===== config.mk =====
export PLATFORM = sky130hd
export DESIGN_NAME = fifo_rr_arbiter
export DESIGN_NICKNAME = d
export VERILOG_FILES = /design/src/rtl/arb_pkg.sv /design/src/rtl/rr_grant.sv /design/src/rtl/fifo_rr_arbiter.sv
export SDC_FILE = /design/constraint.sdc
export NUM_CORES = 1
export LEC_CHECK = 0
export CORE_ASPECT_RATIO = 0.8
export CORE_MARGIN = 5
export CORE_UTILIZATION = 38
export CTS_CLUSTER_DIAMETER = 80
export DETAILED_ROUTE_END_ITERATION = 7
export PLACE_DENSITY_LB_ADDON = 0.15
export SYNTH_ARGS = -nofsm -noshare
export SYNTH_HDL_FRONTEND = slang
export SYNTH_SLANG_ARGS = --single-unit

===== constraint.sdc =====
create_clock -name clk -period 3.45 [get_ports clk]
set_clock_uncertainty 0.1 [all_clocks]
set_input_delay 0.69 -clock clk [delete_from_list [all_inputs] [get_ports clk]]
set_output_delay 0.69 -clock clk [all_outputs]
set_load 0.01 [all_outputs]

===== src/rtl/arb_pkg.sv =====
// Shared definitions for the round-robin FIFO arbiter: port count, destination
// field width, FSM state encoding and a destination-field extractor.
// Latency: n/a (declarations only). Backpressure: n/a.
package arb_pkg;

  localparam int NUM_PORTS = 4;
  localparam int DEST_W    = 2;
  // Widest word the destination helper accepts; callers zero-extend to this.
  localparam int WORD_MAX  = 64;

  typedef enum logic {
    IDLE   = 1'b0,
    ACTIVE = 1'b1
  } state_t;

  // Destination lives in the two MSBs of a word that is 'width' bits wide.
  function automatic logic [DEST_W-1:0] dest_of(input logic [WORD_MAX-1:0] word,
                                                input int                  width);
    logic [WORD_MAX-1:0] shifted;
    shifted = word >> (width - DEST_W);
    return shifted[DEST_W-1:0];
  endfunction

endpackage


===== src/rtl/rr_grant.sv =====
// Round-robin grant picker: first eligible input at or after rr_ptr, mod 4.
// Latency: purely combinational. Backpressure: none; eligibility already
// folds in output almost-full.
// Ports: eligible (per-input request), rr_ptr (search start),
//        grant (one-hot winner), valid (any winner).
module rr_grant
  import arb_pkg::*;
(
  input  logic [NUM_PORTS-1:0] eligible,
  input  logic [1:0]           rr_ptr,
  output logic [NUM_PORTS-1:0] grant,
  output logic                 valid
);

  logic [1:0] idx;

  always_comb begin
    grant = '0;
    valid = 1'b0;
    idx   = '0;
    for (int k = 0; k < NUM_PORTS; k++) begin
      // 2-bit add wraps 3 -> 0 naturally.
      idx = rr_ptr + 2'(k);
      if (!valid && eligible[idx]) begin
        grant[idx] = 1'b1;
        valid      = 1'b1;
      end
    end
  end

endmodule


===== src/rtl/fifo_rr_arbiter.sv =====
// Drains four FWFT input FIFOs round-robin, routing each word to the output
// FIFO named by its two MSBs. Latency: pop is combinational, push/data_out
// follow one cycle later. Backpressure: an input whose head targets an
// almost-full output is skipped (never popped); other inputs proceed.
// Ports: clk, reset (async active-low), fifo_empty/fifo_data_out (input bank
//        heads), out_almost_full (output bank), pop (to inputs), push/data_out
//        (to outputs), active (FSM in ACTIVE).
// Optional: define ARB_PKT_COUNT_EN to add pkt_count, four saturating 8-bit
//        per-destination push counters (dest i at [8*i +: 8]).
module fifo_rr_arbiter
  import arb_pkg::*;
#(
  parameter int data_width = 10,
  parameter int num_ports  = 4
) (
  input  logic                            clk,
  input  logic                            reset,
  input  logic [num_ports-1:0]            fifo_empty,
  input  logic [num_ports*data_width-1:0] fifo_data_out,
  input  logic [num_ports-1:0]            out_almost_full,
  output logic [num_ports-1:0]            pop,
  output logic [num_ports-1:0]            push,
  output logic [data_width-1:0]           data_out,
  output logic                            active
`ifdef ARB_PKT_COUNT_EN
  ,
  output logic [num_ports*8-1:0]          pkt_count
`endif
);

  logic [data_width-1:0] head      [NUM_PORTS];
  logic [DEST_W-1:0]     head_dest [NUM_PORTS];
  logic [NUM_PORTS-1:0]  eligible;
  logic [NUM_PORTS-1:0]  grant;
  logic                  grant_vld;
  logic [1:0]            gidx;
  logic [1:0]            rr_ptr;
  state_t                state;
  state_t                state_nxt;

  for (genvar i = 0; i < NUM_PORTS; i++) begin : g_head
    assign head[i]      = fifo_data_out[i*data_width +: data_width];
    assign head_dest[i] = dest_of(WORD_MAX'(head[i]), data_width);
    // almost_full is sampled here, one cycle before the push lands; output
    // FIFOs carry the extra entry of margin.
    assign eligible[i]  = !fifo_empty[i] && !out_almost_full[head_dest[i]];
  end

  rr_grant u_rr_grant (
    .eligible (eligible),
    .rr_ptr   (rr_ptr),
    .grant    (grant),
    .valid    (grant_vld)
  );

  always_comb begin
    gidx = '0;
    for (int i = 0; i < NUM_PORTS; i++) begin
      if (grant[i]) gidx = 2'(i);
    end
  end

  // Gate pop while reset is held so the input bank never loses a word.
  assign pop = reset ? grant : '0;

  always_comb begin
    state_nxt = state;
    case (state)
      IDLE:    if (|eligible)  state_nxt = ACTIVE;
      ACTIVE:  if (!(|eligible)) state_nxt = IDLE;
      default: state_nxt = IDLE;
    endcase
  end

  assign active = (state == ACTIVE);

  always_ff @(posedge clk or negedge reset) begin
    if (!reset) begin
      state    <= IDLE;
      rr_ptr   <= '0;
      push     <= '0;
      data_out <= '0;
    end else begin
      state <= state_nxt;
      if (grant_vld) begin
        data_out <= head[gidx];
        push     <= NUM_PORTS'(1) << head_dest[gidx];
        rr_ptr   <= gidx + 2'd1;
      end else begin
        push <= '0;
      end
    end
  end

`ifdef ARB_PKT_COUNT_EN
  logic [7:0] cnt [NUM_PORTS];

  always_ff @(posedge clk or negedge reset) begin
    if (!reset) begin
      for (int i = 0; i < NUM_PORTS; i++) cnt[i] <= '0;
    end else begin
      for (int i = 0; i < NUM_PORTS; i++) begin
        if (push[i] && (cnt[i] != 8'hFF)) cnt[i] <= cnt[i] + 8'd1;
      end
    end
  end

  for (genvar i = 0; i < NUM_PORTS; i++) begin : g_cnt
    assign pkt_count[i*8 +: 8] = cnt[i];
  end
`endif

endmodule

==> summary.txt, run 1 <==
Logic synthesis
  • Mapped Area: 1548 µm²
  • Net Count, Synth: 229
  • Library cells used by synthesis: 40
  • Top post-synthesis cells by area: dfrtp_1 (27%), mux2i_1 (11%), ha_1 (6.5%), a211oi_1 (5.8%), nor2_1 (5.3%)
  • Synth Register Bits: 17
  • Area leader, netlist: dfrtp_1
  • EDFF count, synth: 0
  • Yosys warnings: 0
  • Synth Flop Type: dfrtp_1
  • Seq/Total Area, Yosys: 27.49%
  • Async S/R FF share, synth: 100.0%
  • Synth top area share: 27.49%
  • Cells after Synth: 171
  • Mean area per synthesized cell: 9.051 µm²

Route
  • Antenna Nets Post-Route: 0
  • Pre-antenna DRT Iters: 4
  • Final WL: 6.294 mm
  • DR iter-0 viols: 133
  • DR vias: 1908
  • Vias per inst: 5.420
  • DRC Markers: 0
  • Avg WL per Cell: 17.88 µm

STA
  • Final worst slack: -0.05374 ns
  • Max Clock Freq: 285.4 MHz
  • Slew Limit Fails: 0
  • Minimum clock period after layout: 3.504 ns
  • Final hold vios: 0
  • Max-slew headroom: 71.51%
  • Final setup vio count: 3
  • RSZ-0062 raised after global routing: true
  • Worst-Margin Slew: 0.4229 ns
  • Part of the cycle the worst path needs: 101.6%

Global routing
  • Vias in the first global route: 1919
  • Global-route usage over all layers: 21.81%
  • First-pass GRT wire length: 9.114 mm
  • GRT overflow: 0
  • Largest net degree at the start of global routing: 18
  • Initial antenna violation count: 0

Placement
  • IO Port Bufs: 68
  • Cells after DPL: 330
  • Placer Congestion: 0.8589
  • Dpl hpwl: 4.166 mm

Worst setup path
  • R2r startpoint: rr_ptr[0]$_DFFE_PN0P_
  • Critical path arrival: 2.71 ns
  • Reg-to-reg setup timing slack: 0.33 ns
  • Worst-path fanout max: 4
  • Crit path capture: pop[3]
  • CP Launch Type: input port
  • Crit. Startpoint: fifo_data_out[29]
  • FF-to-FF End: push[0]$_DFF_PN0_
  • R2r worst-path depth: 11
  • WS Path Type: in -> out
  • CP endpoint kind: output port
  • Critical Path RT: 2.66 ns

Clock network
  • CTS tree: yes
  • Hold-fix buffers, CTS: 0
  • CTS Buf Count: 3
  • Worst-Skew Late Latency: 0.25 ns
  • H-tree depth: 1
  • Clock sinks: 17
  • Worst-path clk slew: 0.06 ns
  • Clk buf depth: 2
  • Clk Tree Root Cell: clkbuf_8

Pwr
  • Pleak: 1.325 nW
  • PD cells: 811.9 nW/µm²
  • Max VDD drop: 0.6877 mV

Die
  • Core ar.: 3854 µm²
  • Cell Rows: 20
  • Die ar.: 5457 µm²
  • Die height: 67.08 µm
  • Die width: 81.35 µm
  • Io pins: 69
  • Initial Utilization: 40.16%

Layout
  • Commonest non-fill, non-tap cell in the layout: buf_4
  • # diodes: 0
  • P&R area growth vs syn: 96.85%
  • Register area: 425.4 µm²
  • Non-Filler Instances: 352
  • Share of cells above drive strength 1: 43.77%
  • Final nets: 356
  • Most frequent cells in the layout: buf_4 (56), clkdlybuf4s50_1 (48), nor2_1 (19), dfrtp_1 (17), buf_2 (11)
  • Multi-input gate area: 1385 µm²
  • Post-Route Utilization: 79.06%
  • # fillers: 273

Run status
  • Failing checks: setup timing
  • Outcome: finished with violations

Run
  • Max cap viols: 0

Min path
  • Min-delay worst type: reg -> reg
worst max-delay path, cell delays in order:
cell	delay, ns
dlygate4sd2_1	0.26
nor2b_4	0.14
a22o_1	0.27
mux4_2	0.51
a31oi_4	0.26
buf_6	0.15
nand2_4	0.05
and2_4	0.17
nor2_2	0.08
buf_2	0.14
routing by layer:
metal,up-vias,track usage [%],wire [µm]
met1,905,29.22,2669
met3,10,5.000,389
met5,-,0,0
met4,0,5.907,57
met2,78,34.96,3177
li1,915,-,-
synth_stat cells (all sizes together) (2+ instances only):
library cell / instances
a2111oi: 4
a211oi: 13
a21oi: 2
a221o: 2
a221oi: 3
a22o: 5
a22oi: 8
a31oi: 4
and2: 4
buf: 5
dfrtp: 17
ha: 8
inv: 8
mux2i: 17
mux4: 2
nand2: 11
nand3: 5
nor2: 22
nor2b: 6
nor3: 2
o211ai: 2
o21ai: 5
o22ai: 8
or3: 2
how the worst min path moves through the flow:
| stage | from | to | slack (ns) | cells after the start |
|---|---|---|---|---|
| floorplan | reset | active$_DFF_PN0_ | 0.29 | 0 |
| global placement | data_out[9]$_DFFE_PN0P_ | data_out[9]$_DFFE_PN0P_ | 0.39 | 2 |
| detailed placement | data_out[9]$_DFFE_PN0P_ | data_out[9]$_DFFE_PN0P_ | 0.40 | 2 |
| CTS | data_out[9]$_DFFE_PN0P_ | data_out[9]$_DFFE_PN0P_ | 0.41 | 2 |
| global route | data_out[9]$_DFFE_PN0P_ | data_out[9]$_DFFE_PN0P_ | 0.46 | 2 |
| finish | data_out[9]$_DFFE_PN0P_ | data_out[9]$_DFFE_PN0P_ | 0.41 | 2 |
stage by stage:
step	worst slack, ns	total power [mW]	area [µm²]	hold slack [ns]	setup TNS (ns)
2_1_floorplan	0.005688	1.290	1558	0.2944	0
3_3_place_gp	-0.8999	1.951	2594	0.3891	-7.029
3_5_place_dp	-0.8841	1.961	2594	0.3963	-7.249
4_1_cts	0.0004214	2.254	2850	0.4112	0
5_1_grt	-0.1068	2.634	3047	0.4558	-0.4775
6_report	-0.05374	2.474	3047	0.4114	-0.1173
state kept, by name, summed over array words and instances (netlist names):
register	flops
rr_ptr	2
data_out	10
push	4
active	1
cells by family (layout without fill, tap and decap cells):
group | count (synthesis) | count (layout) | share of synthesized area [%]
compound gates | 59 | 59 | 31.37
fa+ha+maj | 8 | 8 | 6.468
buf+inv | 14 | 140 | 3.799
flops | 17 | 17 | 27.49
mux | 19 | 19 | 13.90
simple gates | 54 | 54 | 16.98
area by class of cell:
cell class	instances	share of cell area (%)
Multi-Input combinational cell	140	45.46
Timing Repair Buffer	128	35.81
Sequential cell	17	13.96
Tap cell	55	2.259
Clock buffer	3	1.355
Inverter	8	0.9856
Clock inverter	1	0.1643
what timing repair did:
action                                  in CTS  in global routing
buffers inserted                             9                  9
pin swaps                                    9                 23
resized for setup                           88                 42
endpoints found under the setup margin      17                  6
endpoints found under the hold margin        0                  0
where the power goes:
part,internal [mW],switching [mW]
clock,0.0801,0.0650
sequential,0.299,0.0423
combinational,0.997,0.991
total,1.38,1.10
Power figures use the tool's default switching activity.
==> inputs of run 2 (changes only) <==
==> constraint.sdc (replaced) <==
create_clock -name clk -period 3.45 [get_ports clk]
set_clock_uncertainty 0.1 [all_clocks]
set_input_delay 0.8625 -clock clk [delete_from_list [all_inputs] [get_ports clk]]
set_output_delay 0.8625 -clock clk [all_outputs]
set_load 0.01 [all_outputs]
==> run 2 against run 1 <==
  * The flow still finishes with violations (setup timing)
  * Die area stayed put
  * Core utilization is 1.4 points lower
  * Via count is 4.0% lower
  * Clock power is 3% higher
  * Register-to-register slack better by 0.20 ns
  * Final cell count is 2.0% lower
  * Worst hold slack worse by 0.0075 ns
  * Combinational power is 6% lower
  * Sequential power hardly changed
  * Clock-buffer cell count stayed put
  * Critical endpoint unchanged
==> summary.txt, run 2 (synthesis results as in run 1) <==
Run status
  • Outcome: finished with violations
  • Failing checks: setup timing

Clock network
  • Worst-Skew Late Latency: 0.25 ns (about the same)
  • Hold-fix buffers, CTS: 0 (unchanged)
  • Clock sinks: 17 (unchanged)
  • H-tree depth: 1 (unchanged)
  • Clk buf depth: 2 (unchanged)
  • Clk Tree Root Cell: clkbuf_8
  • CTS tree: yes
  • Worst-path clk slew: 0.07 ns (about the same)
  • CTS Buf Count: 3 (unchanged)

Pwr
  • Pleak: 1.272 nW (-4.0%)
  • PD cells: 790.8 nW/µm² (-2.6%)
  • Max VDD drop: 0.8155 mV (+19%)

STA
  • Max-slew headroom: 76.62% (+5.1 points)
  • Hold Slack: 0.4038 ns (-0.007547 ns)
  • Slew Limit Fails: 0 (unchanged)
  • RSZ-0062 raised after global routing: true
  • Final hold vios: 0 (unchanged)
  • Worst-Margin Slew: 0.3508 ns (-0.07211 ns)
  • Final worst slack: -0.3232 ns (-0.2695 ns)
  • Part of the cycle the worst path needs: 109.4% (+7.8 points)
  • Minimum clock period after layout: 3.773 ns (+0.2695 ns)
  • Max Clock Freq: 265.0 MHz (-7.1%)
  • Final setup vio count: 4 (+1)
  • Post-route setup TNS: -0.9233 ns (-0.8060 ns)

Die
  • Die height: 67.08 µm (unchanged)
  • Core ar.: 3854 µm² (unchanged)
  • Die ar.: 5457 µm² (unchanged)
  • Initial Utilization: 40.16% (unchanged)
  • Io pins: 69 (unchanged)
  • Die width: 81.35 µm (unchanged)
  • Cell Rows: 20 (unchanged)

Global routing
  • Global-route usage over all layers: 20.27% (-1.5 points)
  • First-pass GRT wire length: 8.507 mm (-6.7%)
  • Vias in the first global route: 1820 (-5.2%)
  • GRT overflow: 0 (unchanged)
  • Initial antenna violation count: 0 (unchanged)
  • Largest net degree at the start of global routing: 18 (unchanged)

Route
  • Antenna Nets Post-Route: 0 (unchanged)
  • Pre-antenna DRT Iters: 4 (unchanged)
  • DRC Markers: 0 (unchanged)
  • DR iter-0 viols: 82 (-38%)
  • Final WL: 5.430 mm (-14%)
  • Vias per inst: 5.307 (-2.1%)
  • DR vias: 1831 (-4.0%)
  • Avg WL per Cell: 15.74 µm (-12%)

Layout
  • Biggest regs: data_out x10, push x4, rr_ptr x2
  • # diodes: 0 (unchanged)
  • Finished Cell Area: 2994 µm² (-1.7%)
  • P&R area growth vs syn: 93.45%
  • Register area: 425.4 µm² (unchanged)
  • Share of cells above drive strength 1: 44.48% (+0.71 points)
  • Multi-input gate area: 1358 µm² (-2.0%)
  • Non-Filler Instances: 345 (-2.0%)
  • # fillers: 266 (-2.6%)
  • Largest Register: data_out
  • Most frequent cells in the layout: clkdlybuf4s50_1 (48), buf_4 (48), nor2_1 (17), dfrtp_1 (17)
  • Max reg flops: 10 (unchanged)
  • Final nets: 349 (-2.0%)

Worst setup path
  • FF-to-FF End: push[0]$_DFF_PN0_
  • WS Path Type: in -> out
  • Critical Path RT: 2.49 ns (-0.17 ns)
  • CP Launch Type: input port
  • Reg-to-reg setup timing slack: 0.53 ns (+0.20 ns)
  • Worst-path fanout max: 4 (unchanged)
  • R2r startpoint: rr_ptr[1]$_DFFE_PN0P_
  • Critical path arrival: 2.81 ns (+0.10 ns)
  • R2r worst-path depth: 11 (unchanged)
  • CP endpoint kind: output port

Placement
  • Placed cell area: 2605 µm² (+0.43%)
  • Cells after DPL: 325 (-1.5%)
  • IO Port Bufs: 68 (unchanged)
  • Dpl hpwl: 4.041 mm (-3.0%)
  • Placer Congestion: 0.8923 (+3.9%)

Min path
  • Hold path cells: 2 (unchanged)
  • Worst Hold Path EP: data_out[9]$_DFFE_PN0P_
  • Hold Crit Start: data_out[9]$_DFFE_PN0P_
  • Min-delay worst type: reg -> reg

Run
  • Max cap viols: 0 (unchanged)
run 2: worst max-delay path: stages:
cell and delay [ns]:
buf_8 0.11, mux2i_4 0.18, a22o_4 0.28, or3_4 0.42, buf_6 0.13, a2111oi_4 0.39, a2111oi_4 0.06, and2_4 0.19
nor2_4 0.07, buf_6 0.10
run 2: area by class of cell:
type,instances,share of cell area [%]
well taps,55,2.298
clock buffers,3,1.379
flip-flops and latches,17,14.21
multi-input cells,140,45.34
clock inverters,1,0.1672
repair buffers,121,35.60
inverters,8,1.003
run 2: worst max path at each step:
stage	from	to	cells after the start
after floorplan	fifo_data_out[38]	pop[3]	9
after CTS	fifo_data_out[19]	pop[3]	10
after global routing	fifo_data_out[8]	pop[3]	10
after global placement	fifo_data_out[38]	pop[2]	9
after detailed placement	fifo_data_out[38]	pop[1]	9
final	fifo_data_out[8]	pop[3]	10
run 2: routing by layer:
metal,global-route usage [%],part of all wire [%],vias up
li1,-,-,900
met1,27.02,44,874
met2,33.64,49,51
met3,4.865,6.3,6
met4,3.165,0.98,0
met5,0,0,-
run 2: timing repair:
action	4_1_cts	5_1_grt
setup buffers	10	8
resized for setup	121	21
gates cloned	0	0
endpoints found under the setup margin	19	8
pin swaps	20	24
run 2: power by group:
part	total [mW]	leakage [nW]	switching [mW]	internal (mW)
Sequential	0.339	0.202	0.0407	0.298
Combinational	1.88	1.04	0.918	0.962
Clock	0.149	0.0255	0.0689	0.0801
Total	2.37	1.27	1.03	1.34
run 2: stage by stage:
| step | total power, mW | worst slack (ns) | util, % |
|---|---|---|---|
| 2_1_floorplan | 1.376 | -0.09951 | - |
| 3_3_place_gp | 1.981 | -1.153 | 67.60 |
| 3_5_place_dp | 1.994 | -1.169 | 67.60 |
| 4_1_cts | 2.258 | -0.2831 | 74.19 |
| 5_1_grt | 2.552 | -0.3525 | 77.69 |
| 6_report | 2.368 | -0.3232 | 77.69 |
==> inputs of run 3 (changes only) <==
--- a/config.mk
+++ b/config.mk
@@ -5,9 +5,11 @@
 export SDC_FILE = /design/constraint.sdc
 export NUM_CORES = 1
 export LEC_CHECK = 0
+export CELL_PAD_IN_SITES_DETAIL_PLACEMENT = 1
+export CELL_PAD_IN_SITES_GLOBAL_PLACEMENT = 1
 export CORE_ASPECT_RATIO = 0.8
 export CORE_MARGIN = 5
-export CORE_UTILIZATION = 38
+export CORE_UTILIZATION = 27
 export CTS_CLUSTER_DIAMETER = 80
 export DETAILED_ROUTE_END_ITERATION = 7
 export PLACE_DENSITY_LB_ADDON = 0.15
==> run 3 against run 2 <==
  * The run still ends with setup timing left
  * Clock power about the same
  * Combinational power increased by 9.6%
  * Critical path type unchanged
  * Clock-buffer cell count unchanged
  * Register-to-register slack about the same
  * Final cell count increased by 8.7%
==> summary.txt, run 3 (synthesis results as in run 1) <==
Clock network
  • Worst-Skew Late Latency: 0.25 ns (about the same)
  • Clock sinks: 17 (unchanged)
  • Clk buf depth: 2 (unchanged)
  • CTS Buf Count: 3 (unchanged)
  • H-tree depth: 1 (unchanged)
  • Hold-fix buffers, CTS: 0 (unchanged)
  • CTS tree: yes
  • Worst-path clk slew: 0.08 ns (about the same)
  • Clk Tree Root Cell: clkbuf_8

Worst setup path
  • CP Launch Type: input port
  • CP endpoint kind: output port
  • Critical path arrival: 2.79 ns (-0.02 ns)
  • WS Path Type: in -> out
  • R2r worst-path depth: 11 (unchanged)
  • Critical Path RT: 2.49 ns (about the same)
  • Worst-path fanout max: 5 (+1)

STA
  • Max Clock Freq: 266.8 MHz (+0.66%)
  • Slew Limit Fails: 0 (unchanged)
  • Minimum clock period after layout: 3.748 ns (-0.02480 ns)
  • Final setup vio count: 4 (unchanged)
  • RSZ-0062 raised after global routing: true
  • Max-slew headroom: 70.73% (-5.9 points)
  • Final worst slack: -0.2984 ns (+0.02480 ns)
  • Worst-Margin Slew: 0.4390 ns (+0.08821 ns)
  • Hold Slack: 0.4181 ns (+0.01423 ns)
  • Part of the cycle the worst path needs: 108.7% (-0.72 points)
  • Post-route setup TNS: -1.134 ns (-0.2105 ns)
  • Final hold vios: 0 (unchanged)

Layout
  • Non-Filler Instances: 375 (+8.7%)
  • Max reg flops: 10 (unchanged)
  • Largest Register: data_out
  • # fillers: 616 (+130%)
  • # diodes: 0 (unchanged)
  • Finished Cell Area: 3162 µm² (+5.6%)
  • Biggest regs: data_out x10, push x4, rr_ptr x2
  • Most frequent cells in the layout: buf_4 (53), clkdlybuf4s50_1 (48), dfrtp_1 (17), nor2_1 (15), buf_6 (13)
  • Share of cells above drive strength 1: 46.46% (+2.0 points)
  • Final nets: 356 (+2.0%)
  • Commonest non-fill, non-tap cell in the layout: buf_4
  • P&R area growth vs syn: 104.3%
  • Post-Route Utilization: 57.54% (-20 points)

Route
  • Final WL: 6.892 mm (+27%)
  • DR vias: 1914 (+4.5%)
  • Antenna Nets Post-Route: 0 (unchanged)
  • Pre-antenna DRT Iters: 4 (unchanged)
  • DR iter-0 viols: 57 (-30%)
  • DRC Markers: 0 (unchanged)
  • Vias per inst: 5.104 (-3.8%)
  • Avg WL per Cell: 18.38 µm (+17%)

Die
  • Cell Rows: 24 (+20%)
  • Die height: 77.72 µm (+16%)
  • Core ar.: 5495 µm² (+43%)
  • Die width: 94.65 µm (+16%)
  • Io pins: 69 (unchanged)
  • Die ar.: 7356 µm² (+35%)
  • Initial Utilization: 28.16% (-12 points)

Placement
  • Dpl hpwl: 5.211 mm (+29%)
  • Placer Congestion: 0.8474 (-5.0%)
  • Place WS: -1.343 ns (-0.1738 ns)
  • Placed cell area: 2706 µm² (+3.9%)
  • Cells after DPL: 356 (+9.5%)
  • IO Port Bufs: 68 (unchanged)

Global routing
  • Largest net degree at the start of global routing: 18 (unchanged)
  • Initial antenna violation count: 0 (unchanged)
  • Global-route usage over all layers: 19.06% (-1.2 points)
  • GRT overflow: 0 (unchanged)
  • First-pass GRT wire length: 11.14 mm (+31%)
  • Vias in the first global route: 2131 (+17%)

Run status
  • Outcome: finished with violations
  • Failing checks: setup timing

Min path
  • Min-delay worst type: reg -> reg
  • Hold path cells: 2 (unchanged)

Pwr
  • Max VDD drop: 0.5798 mV (-29%)
  • Pleak: 1.321 nW (+3.9%)
  • PD cells: 807.5 nW/µm² (+2.1%)
  • Power Total: 2.553 mW (+7.8%)

Run
  • Max cap viols: 0 (unchanged)
## run 3: where the power goes
group | internal [mW] | switching, mW
combinational | 1.04 | 1.02
clock | 0.0801 | 0.0724
sequential | 0.298 | 0.0426
total | 1.42 | 1.14
## run 3: critical path, stage by stage
cell and delay, ns:
buf_8 0.11, mux2i_2 0.15, a22o_1 0.29, buf_6 0.13, mux4_2 0.47, a31oi_4 0.26
a22oi_1 0.13, a31oi_1 0.21, buf_2 0.16
## run 3: cell type report
class                   count  area (µm²)  area share (%)
inverters                   8       30.03          0.9497
clock buffers               3       41.29           1.306
well taps                  78       97.59           3.087
multi-input cells         140        1410           44.60
flip-flops and latches     17       425.4           13.45
clock inverters             1       5.005          0.1583
repair buffers            128        1152           36.45
## run 3: what timing repair did
item | in CTS | in global routing
gates resized for setup | 132 | 30
setup buffers | 11 | 6
pin swaps | 22 | 20
setup endpoints to repair | 20 | 12
## run 3: routing by layer
layer	vias up	track usage [%]	wire [µm]
li1	913	-	-
met1	958	25.13	3144
met2	39	34.69	3501
met3	4	1.451	189
met4	0	2.450	56
met5	-	0	0
## run 3: worst paths after layout
kind / startpoint / end / slack, ns
worst max-delay path: fifo_data_out[19] / pop[0] / -0.30
worst min-delay path: data_out[8]$_DFFE_PN0P_ / data_out[8]$_DFFE_PN0P_ / 0.42
worst max register to register: rr_ptr[0]$_DFFE_PN0P_ / push[0]$_DFF_PN0_ / 0.52
worst min register to register: data_out[8]$_DFFE_PN0P_ / data_out[8]$_DFFE_PN0P_ / 0.42
max in group asynchronous: reset / data_out[6]$_DFFE_PN0P_ / 2.18
min in group asynchronous: reset / rr_ptr[1]$_DFFE_PN0P_ / 0.87
